<file path="src/rtl/raster_cmd_queue_if.sv">
// Command output bus from the assembler queue to the raster engine.
// The queue drives the head command and valid; the consumer drives ready.
interface raster_cmd_queue_if #(
  parameter int COORD_W = 3
);
  logic               out_valid;
  logic               out_ready;
  logic [2:0]         out_op;
  logic [COORD_W-1:0] out_x1;
  logic [COORD_W-1:0] out_y1;
  logic [COORD_W-1:0] out_x2;
  logic [COORD_W-1:0] out_y2;
  logic [COORD_W-1:0] out_w;
  logic [COORD_W-1:0] out_h;

  modport master (
    output out_valid, out_op, out_x1, out_y1, out_x2, out_y2, out_w, out_h,
    input  out_ready
  );

  modport slave (
    input  out_valid, out_op, out_x1, out_y1, out_x2, out_y2, out_w, out_h,
    output out_ready
  );
endinterface

</file>
<file path="src/rtl/raster_cmd_queue.sv">
// Byte-serial rasterizer command assembler feeding a DEPTH-entry fall-through FIFO; a command is at the head one cycle after its last byte.
// Backpressure via out_valid/out_ready; a command completing into a full FIFO with no pop that cycle is dropped and flagged on err_ovf.
module raster_cmd_queue #(
  parameter int COORD_W = 3,
  parameter int DEPTH   = 4
) (
  input  logic                         clk,
  input  logic                         rst_n,
  input  logic [7:0]                   ui_in,
  raster_cmd_queue_if.master           bus,
  output logic [$clog2(DEPTH+1)-1:0]   level,
  output logic                         busy,
  output logic                         err_proto,
  output logic                         err_ovf
);
  localparam int AW = (DEPTH > 1) ? $clog2(DEPTH) : 1;
  localparam int LW = $clog2(DEPTH + 1);
  localparam logic [LW-1:0] FULL_LVL = LW'(DEPTH);

  localparam logic [2:0] OP_LINE  = 3'd2;
  localparam logic [2:0] OP_PIXEL = 3'd1;
  localparam logic [2:0] OP_CLEAR = 3'd4;

  typedef struct packed {
    logic [2:0]         op;
    logic [COORD_W-1:0] x1;
    logic [COORD_W-1:0] y1;
    logic [COORD_W-1:0] x2;
    logic [COORD_W-1:0] y2;
    logic [COORD_W-1:0] w;
    logic [COORD_W-1:0] h;
  } cmd_t;

  typedef enum logic {S_IDLE = 1'b0, S_COLLECT = 1'b1} state_t;

  state_t r_state, w_nstate;
  logic [1:0] r_cnt, w_cnt_n;
  cmd_t r_cur, w_cur_n, w_ent;
  logic w_push, w_err_proto;

  cmd_t r_mem [DEPTH];
  logic [AW-1:0] r_wptr, r_rptr;
  logic [LW-1:0] r_level;
  logic r_err_proto, r_err_ovf;

  logic w_is_op, w_is_par, w_is_clear, w_last;
  logic [COORD_W-1:0] w_par;
  logic w_vld, w_full, w_pop, w_wr, w_ovf;
  cmd_t w_head;

  assign w_is_op    = ui_in[7] && (ui_in[6:5] != 2'b00);
  assign w_is_par   = ui_in[7] && (ui_in[6:5] == 2'b00);
  assign w_is_clear = ui_in[7] && (ui_in[6:0] == 7'h3F);
  assign w_par      = ui_in[COORD_W-1:0];
  // PIXEL needs one parameter byte, LINE/RECT need three.
  assign w_last     = (r_cur.op == OP_PIXEL) || (r_cnt == 2'd2);

  always_ff @(posedge clk or negedge rst_n) begin
    if (!rst_n) begin
      r_state <= S_IDLE;
      r_cnt   <= '0;
      r_cur   <= '0;
    end else begin
      r_state <= w_nstate;
      r_cnt   <= w_cnt_n;
      r_cur   <= w_cur_n;
    end
  end

  always_comb begin
    w_nstate    = r_state;
    w_cnt_n     = r_cnt;
    w_cur_n     = r_cur;
    w_ent       = '0;
    w_push      = 1'b0;
    w_err_proto = 1'b0;
    if (w_is_op) begin
      // An opcode mid-command aborts it and is decoded as a fresh opcode.
      w_err_proto = (r_state == S_COLLECT);
      w_cnt_n     = '0;
      if (w_is_clear) begin
        w_push   = 1'b1;
        w_ent.op = OP_CLEAR;
        w_nstate = S_IDLE;
      end else begin
        w_cur_n    = '0;
        w_cur_n.op = {1'b0, ui_in[6:5]};
        w_cur_n.x1 = w_par;
        w_nstate   = S_COLLECT;
      end
    end else if (w_is_par) begin
      if (r_state == S_IDLE) begin
        w_err_proto = 1'b1;
      end else begin
        case (r_cnt)
          2'd0:    w_cur_n.y1 = w_par;
          2'd1:    if (r_cur.op == OP_LINE) w_cur_n.x2 = w_par; else w_cur_n.w = w_par;
          default: if (r_cur.op == OP_LINE) w_cur_n.y2 = w_par; else w_cur_n.h = w_par;
        endcase
        w_cnt_n = r_cnt + 2'd1;
        if (w_last) begin
          w_push   = 1'b1;
          w_ent    = w_cur_n;
          w_nstate = S_IDLE;
          w_cnt_n  = '0;
        end
      end
    end
  end

  assign w_vld  = (r_level != '0);
  assign w_full = (r_level == FULL_LVL);
  assign w_pop  = w_vld && bus.out_ready;
  assign w_wr   = w_push && (!w_full || w_pop);
  assign w_ovf  = w_push && w_full && !w_pop;

  always_ff @(posedge clk) begin
    if (w_wr) r_mem[r_wptr] <= w_ent;
  end

  always_ff @(posedge clk or negedge rst_n) begin
    if (!rst_n) begin
      r_wptr      <= '0;
      r_rptr      <= '0;
      r_level     <= '0;
      r_err_proto <= 1'b0;
      r_err_ovf   <= 1'b0;
    end else begin
      if (w_wr)  r_wptr <= r_wptr + AW'(1);
      if (w_pop) r_rptr <= r_rptr + AW'(1);
      r_level     <= r_level + LW'(w_wr) - LW'(w_pop);
      r_err_proto <= w_err_proto;
      r_err_ovf   <= w_ovf;
    end
  end

  assign w_head        = w_vld ? r_mem[r_rptr] : '0;
  assign bus.out_valid = w_vld;
  assign bus.out_op    = w_head.op;
  assign bus.out_x1    = w_head.x1;
  assign bus.out_y1    = w_head.y1;
  assign bus.out_x2    = w_head.x2;
  assign bus.out_y2    = w_head.y2;
  assign bus.out_w     = w_head.w;
  assign bus.out_h     = w_head.h;

  assign level     = r_level;
  assign busy      = (r_state == S_COLLECT);
  assign err_proto = r_err_proto;
  assign err_ovf   = r_err_ovf;
endmodule

</file>
<file path="src/flat_wrapper.sv">
// flat-port wrapper written by rule: the top's interface ports become plain ports
module raster_cmd_queue_flat 
#(
  parameter int COORD_W = 3,
  parameter int DEPTH   = 4
)
  (clk, rst_n, ui_in, level, busy, err_proto, err_ovf, bus_out_valid, bus_out_op, bus_out_x1, bus_out_y1, bus_out_x2, bus_out_y2, bus_out_w, bus_out_h, bus_out_ready);
  raster_cmd_queue_if #(.COORD_W(COORD_W)) bus_i ();
  input  logic clk;
  input  logic rst_n;
  input  logic [7:0] ui_in;
  output logic [$clog2(DEPTH+1)-1:0] level;
  output logic busy;
  output logic err_proto;
  output logic err_ovf;
  output wire logic [$bits(bus_i.out_valid)-1:0] bus_out_valid;
  output wire logic [$bits(bus_i.out_op)-1:0] bus_out_op;
  output wire logic [$bits(bus_i.out_x1)-1:0] bus_out_x1;
  output wire logic [$bits(bus_i.out_y1)-1:0] bus_out_y1;
  output wire logic [$bits(bus_i.out_x2)-1:0] bus_out_x2;
  output wire logic [$bits(bus_i.out_y2)-1:0] bus_out_y2;
  output wire logic [$bits(bus_i.out_w)-1:0] bus_out_w;
  output wire logic [$bits(bus_i.out_h)-1:0] bus_out_h;
  input wire logic [$bits(bus_i.out_ready)-1:0] bus_out_ready;
  assign bus_out_valid = bus_i.out_valid;
  assign bus_out_op = bus_i.out_op;
  assign bus_out_x1 = bus_i.out_x1;
  assign bus_out_y1 = bus_i.out_y1;
  assign bus_out_x2 = bus_i.out_x2;
  assign bus_out_y2 = bus_i.out_y2;
  assign bus_out_w = bus_i.out_w;
  assign bus_out_h = bus_i.out_h;
  assign bus_i.out_ready = bus_out_ready;
  raster_cmd_queue #(.COORD_W(COORD_W), .DEPTH(DEPTH)) u_core (.clk(clk), .rst_n(rst_n), .ui_in(ui_in), .bus(bus_i), .level(level), .busy(busy), .err_proto(err_proto), .err_ovf(err_ovf));
endmodule
</file>
<file path="config.mk">
export PLATFORM = sky130hd
export DESIGN_NAME = raster_cmd_queue_flat
export DESIGN_NICKNAME = d
export VERILOG_FILES = /design/src/rtl/raster_cmd_queue_if.sv /design/src/rtl/raster_cmd_queue.sv /design/src/flat_wrapper.sv
export SDC_FILE = /design/constraint.sdc
export NUM_CORES = 1
export LEC_CHECK = 0
export CORE_MARGIN = 5
export CORE_UTILIZATION = 45
export CTS_CLUSTER_SIZE = 20
export DETAILED_ROUTE_END_ITERATION = 16
export MAX_ROUTING_LAYER = met4
export PLACE_DENSITY = 0.77
export SYNTH_ARGS = -nofsm -noshare
export SYNTH_HDL_FRONTEND = slang
export SYNTH_SLANG_ARGS = --single-unit
</file>
<file path="constraint.sdc">
create_clock -name clk -period 2.25 [get_ports clk]
set_input_delay 0.45 -clock clk [delete_from_list [all_inputs] [get_ports clk]]
set_output_delay 0.45 -clock clk [all_outputs]
set_load 0.05 [all_outputs]
</file>
==> Flow_metrics.wiki <==
{| class="wikitable"
! Metric !! Value
|-
| Maximum fanout along the worst path || 8
|-
| Mean routed wirelength per cell || 18.89 µm
|-
| Die area || 0.01344 mm²
|-
| Multiplexer fraction of the synthesized cell area || approximately 12%
|-
| Most used DFF post-synth || sky130_fd_sc_hd__edfxtp_1
|-
| Arrival @ worst endpoint || between 1500 and 2000 ps
|-
| Number of enable-type register cells in the synthesized netlist || 84
|-
| Register-to-Register Path Depth || 9
|-
| Final RePlAce weighted congestion || around 0.83
|-
| Sequential-to-total area share from yosys stat || ~66%
|-
| Total power per unit cell area || around 1300 mW/mm²
|-
| Top area cells in the synthesized netlist || sky130_fd_sc_hd__edfxtp_1 (50%), sky130_fd_sc_hd__dfrtp_1 (16%), sky130_fd_sc_hd__mux4_2 (9.4%)
|-
| Compound-Gate Fraction of Synth Area || around 5%
|-
| Final setup skew || roughly 8.7 ps
|-
| Leak || 2.551 nW
|-
| Leftover overflow at the end of global routing || 0
|-
| Layout cells sized above 1 || 35.41%
|-
| Initial cell density of the core || 46.19%
|-
| Number of library cell types mapped by synthesis || 44
|-
| Type of the tightest min-delay check || input pin to async pin
|-
| DRC violation total after the first TritonRoute iteration || between 200 and 250
|-
| Port Buffer Count || 38
|-
| Critical path launch point || u_core.r_rptr[0]
|-
| # nets final || 427
|-
| Number of vias in the routed layout || around 3000
|-
| XOR/XNOR share of the synthesized area || around 1.0%
|-
| Data required, critical path || between 1500 and 2000 ps
|-
| Max clock buf depth || 2
|-
| FMAX || between 400 and 500 MHz
|-
| RSZ-0062 raised after global routing || true
|-
| Antenna-violating nets left || 0
|-
| Post-route clock period utilization || 104.5%
|-
| Max rail drop VDD || a little under 1 mV
|-
| Source-to-sink clock delay at the later pin of the worst-skew pair || between 400 and 500 ps
|-
| Largest area contributor in the synthesized netlist || sky130_fd_sc_hd__edfxtp_1
|-
| Post-synthesis cell area || roughly 0.0051 mm²
|-
| Ant. Diodes || 0
|-
| Simple logic cell fraction of the synthesized area || 10.03%
|-
| Most common library cell in the layout ignoring fill and taps || sky130_fd_sc_hd__edfxtp_1
|-
| Setup slack after layout || -101.7 ps
|-
| Share of Yosys cell area claimed by the top area cell type || roughly 50%
|-
| Adder-cell share of the synthesized area || ~2.6%
|-
| Number of max-slew violations in the final report || 0
|-
| FF-to-FF Start || u_core.level[0]
|-
| Clock transition time at the flip-flop clock pins of the worst setup and hold paths || roughly 50 ps
|-
| Overall die height || about 120 µm
|-
| Detail Placement HPWL || ~6400 µm
|-
| Worst Max-Slew Pin Slew || roughly 530 ps
|-
| Kind of capture point of the worst setup path || primary output
|-
| Die span in x || between 100 and 150 µm
|-
| Total I/O pin count || 39
|-
| TritonCTS Buffers || 17
|-
| Layout-stage area growth over the synthesis result || 30.47%
|-
| Yosys warning count || 0
|-
| Largest net degree at the start of global routing || 33
|-
| Leading cell types in the layout, fill and taps excluded || sky130_fd_sc_hd__edfxtp_1 (84), sky130_fd_sc_hd__buf_4 (28), sky130_fd_sc_hd__nor2_1 (27), sky130_fd_sc_hd__dfrtp_1 (27), sky130_fd_sc_hd__and2_4 (22)
|-
| Post-synth net total || roughly 350
|-
| Accumulated negative setup slack || -1650 ps
|-
| Number of search-and-repair iterations in the first detailed-routing pass || 5
|-
| Number of antenna violations at the first check in global routing || 0
|-
| Vias in the first global route || 3302
|-
| Number of filler cells placed in the layout || 789
|-
| CTS H-Tree Depth || 4
|-
| Routed wire length || ~11000 µm
|-
| Kind of start point of the critical path || flop
|-
| TritonCTS sink count || between 100 and 150
|-
| Dominant combinational cell family by area after synthesis || multiplexers
|-
| Crit Path Category || flop to primary output
|-
| Final routed DRC violation total || 0
|-
| Average instance area after synthesis || approximately 15 µm²
|-
| Violations in the final reports || negative setup slack
|-
| Total number of placement rows || 38
|-
| Max-capacitance violation count || 0
|-
| Final Hold Viols || 0
|-
| Shortest period the worst path allows || between 2000 and 2500 ps
|-
| Core ar. || approximately 0.011 mm²
|-
| Run status || complete, but fails checks
|-
| Total global-route track usage || approximately 18%
|-
| Detail-routed via count per cell || 5.446
|-
| Post-Syn Instances || around 330
|-
| Final-report setup violation count || 21
|-
| First-pass GRT wire length || about 17000 µm
|-
| Relative slew slack || between 60% and 70%
|-
| TritonCTS clock tree || yes
|-
| Layout Cells excl Fill || roughly 560
|-
| Number of flip-flops and latches in the synthesized netlist || ~120
|-
| Total placed cells including tap cells || around 520
|-
| Synth async-reset ratio || approximately 28%
|-
| Buffer type at the clock tree root || sky130_fd_sc_hd__clkbuf_16
|}
final cells by class:
type | count | area, µm² | share of cell area, %
Sequential cell | 116 | 3329 | 50.52
Multi-Input combinational cell | 176 | 1658 | 25.16
Timing Repair Buffer | 73 | 774.5 | 11.75
Clock buffer | 18 | 429.2 | 6.512
Tap cell | 140 | 175.2 | 2.658
Clock inverter | 13 | 141.4 | 2.145
Inverter | 22 | 82.58 | 1.253
kinds of logic after synthesis:
logic type,after synthesis
flops,116
simple gates,90
buf+inv,36
mux,36
compound gates,34
fa+ha+maj,10
xor+xnor,6
flip-flops by register name (all words and copies together), names as in the netlist:
name and count:
u_core.r_mem 84, u_core.busy 1, u_core.r_cur 20, u_core.r_wptr 2, u_core.err_proto 1, u_core.level 3
u_core.r_rptr 2, u_core.r_cnt 2, u_core.err_ovf 1
path summary, 6_finish.rpt:
kind,end,slack (ps)
max,bus_out_y2[1],-100
min,u_core.r_wptr[0],440
max reg2reg,u_core.level[2],80
min reg2reg,u_core.r_cur[14],490
max in group asynchronous,u_core.r_rptr[0],1480
min in group clk,u_core.r_cur[14],490
worst max-delay path: stages, from the launching register on:
cell                      delay, ps
sky130_fd_sc_hd__dfrtp_2        470
sky130_fd_sc_hd__buf_12         170
sky130_fd_sc_hd__mux4_2         520
sky130_fd_sc_hd__and2_4         180
sky130_fd_sc_hd__buf_6          140
report_power, final:
part | total, mW | internal, mW | switching, mW
combinational | 3.69 | 1.71 | 1.98
clock | 2.60 | 1.71 | 0.892
sequential | 2.49 | 2.40 | 0.0954
total | 8.78 | 5.81 | 2.97
stage by stage:
stage               power (mW)  hold WS, ps  worst slack, ps  instance area, µm²  utilization (%)
detailed placement       5.652        458.5           -333.7                5824            53.26
floorplan                4.717        154.4           -41.97                5090                -
global route             9.128        465.0           -162.9                6590            60.26
finish                   8.775        437.6           -101.7                6590            60.26
global placement         5.600        459.4           -293.9                5824            53.26
CTS                      8.818        446.2           -125.1                6578            60.15
synthesized netlist by cell type (all sizes together), types with 2 or more instances:
library cell	count
a21oi	7
a22oi	2
a32o	6
and2	29
buf	10
clkbuf	4
dfrtp	32
edfxtp	84
ha	9
inv	22
mux2i	14
mux4	21
nand2	17
nand3	4
nor2	27
nor2b	2
nor4b	2
o21a	2
o21ai	8
o22ai	6
xnor2	5
repair_timing:
| item | in CTS | in global routing |
|---|---|---|
| buffers inserted | 2 | 1 |
| pin swaps | 0 | 2 |
| resized for setup | 46 | 3 |
| hold buffers | 0 | 0 |
| setup endpoints to repair | 21 | 22 |
| cloned | 1 | 0 |
metal layers:
metal | share of wire [%] | vias to the layer above | GRT usage, %
met1 | 40 | 1534 | 22.04
met4 | 2.3 | 0 | 5.878
li1 | - | 1373 | -
met3 | 5.4 | 23 | 4.752
met2 | 52 | 109 | 28.58
met5 | 0 | - | -
(Power assumes the default switching activity.)
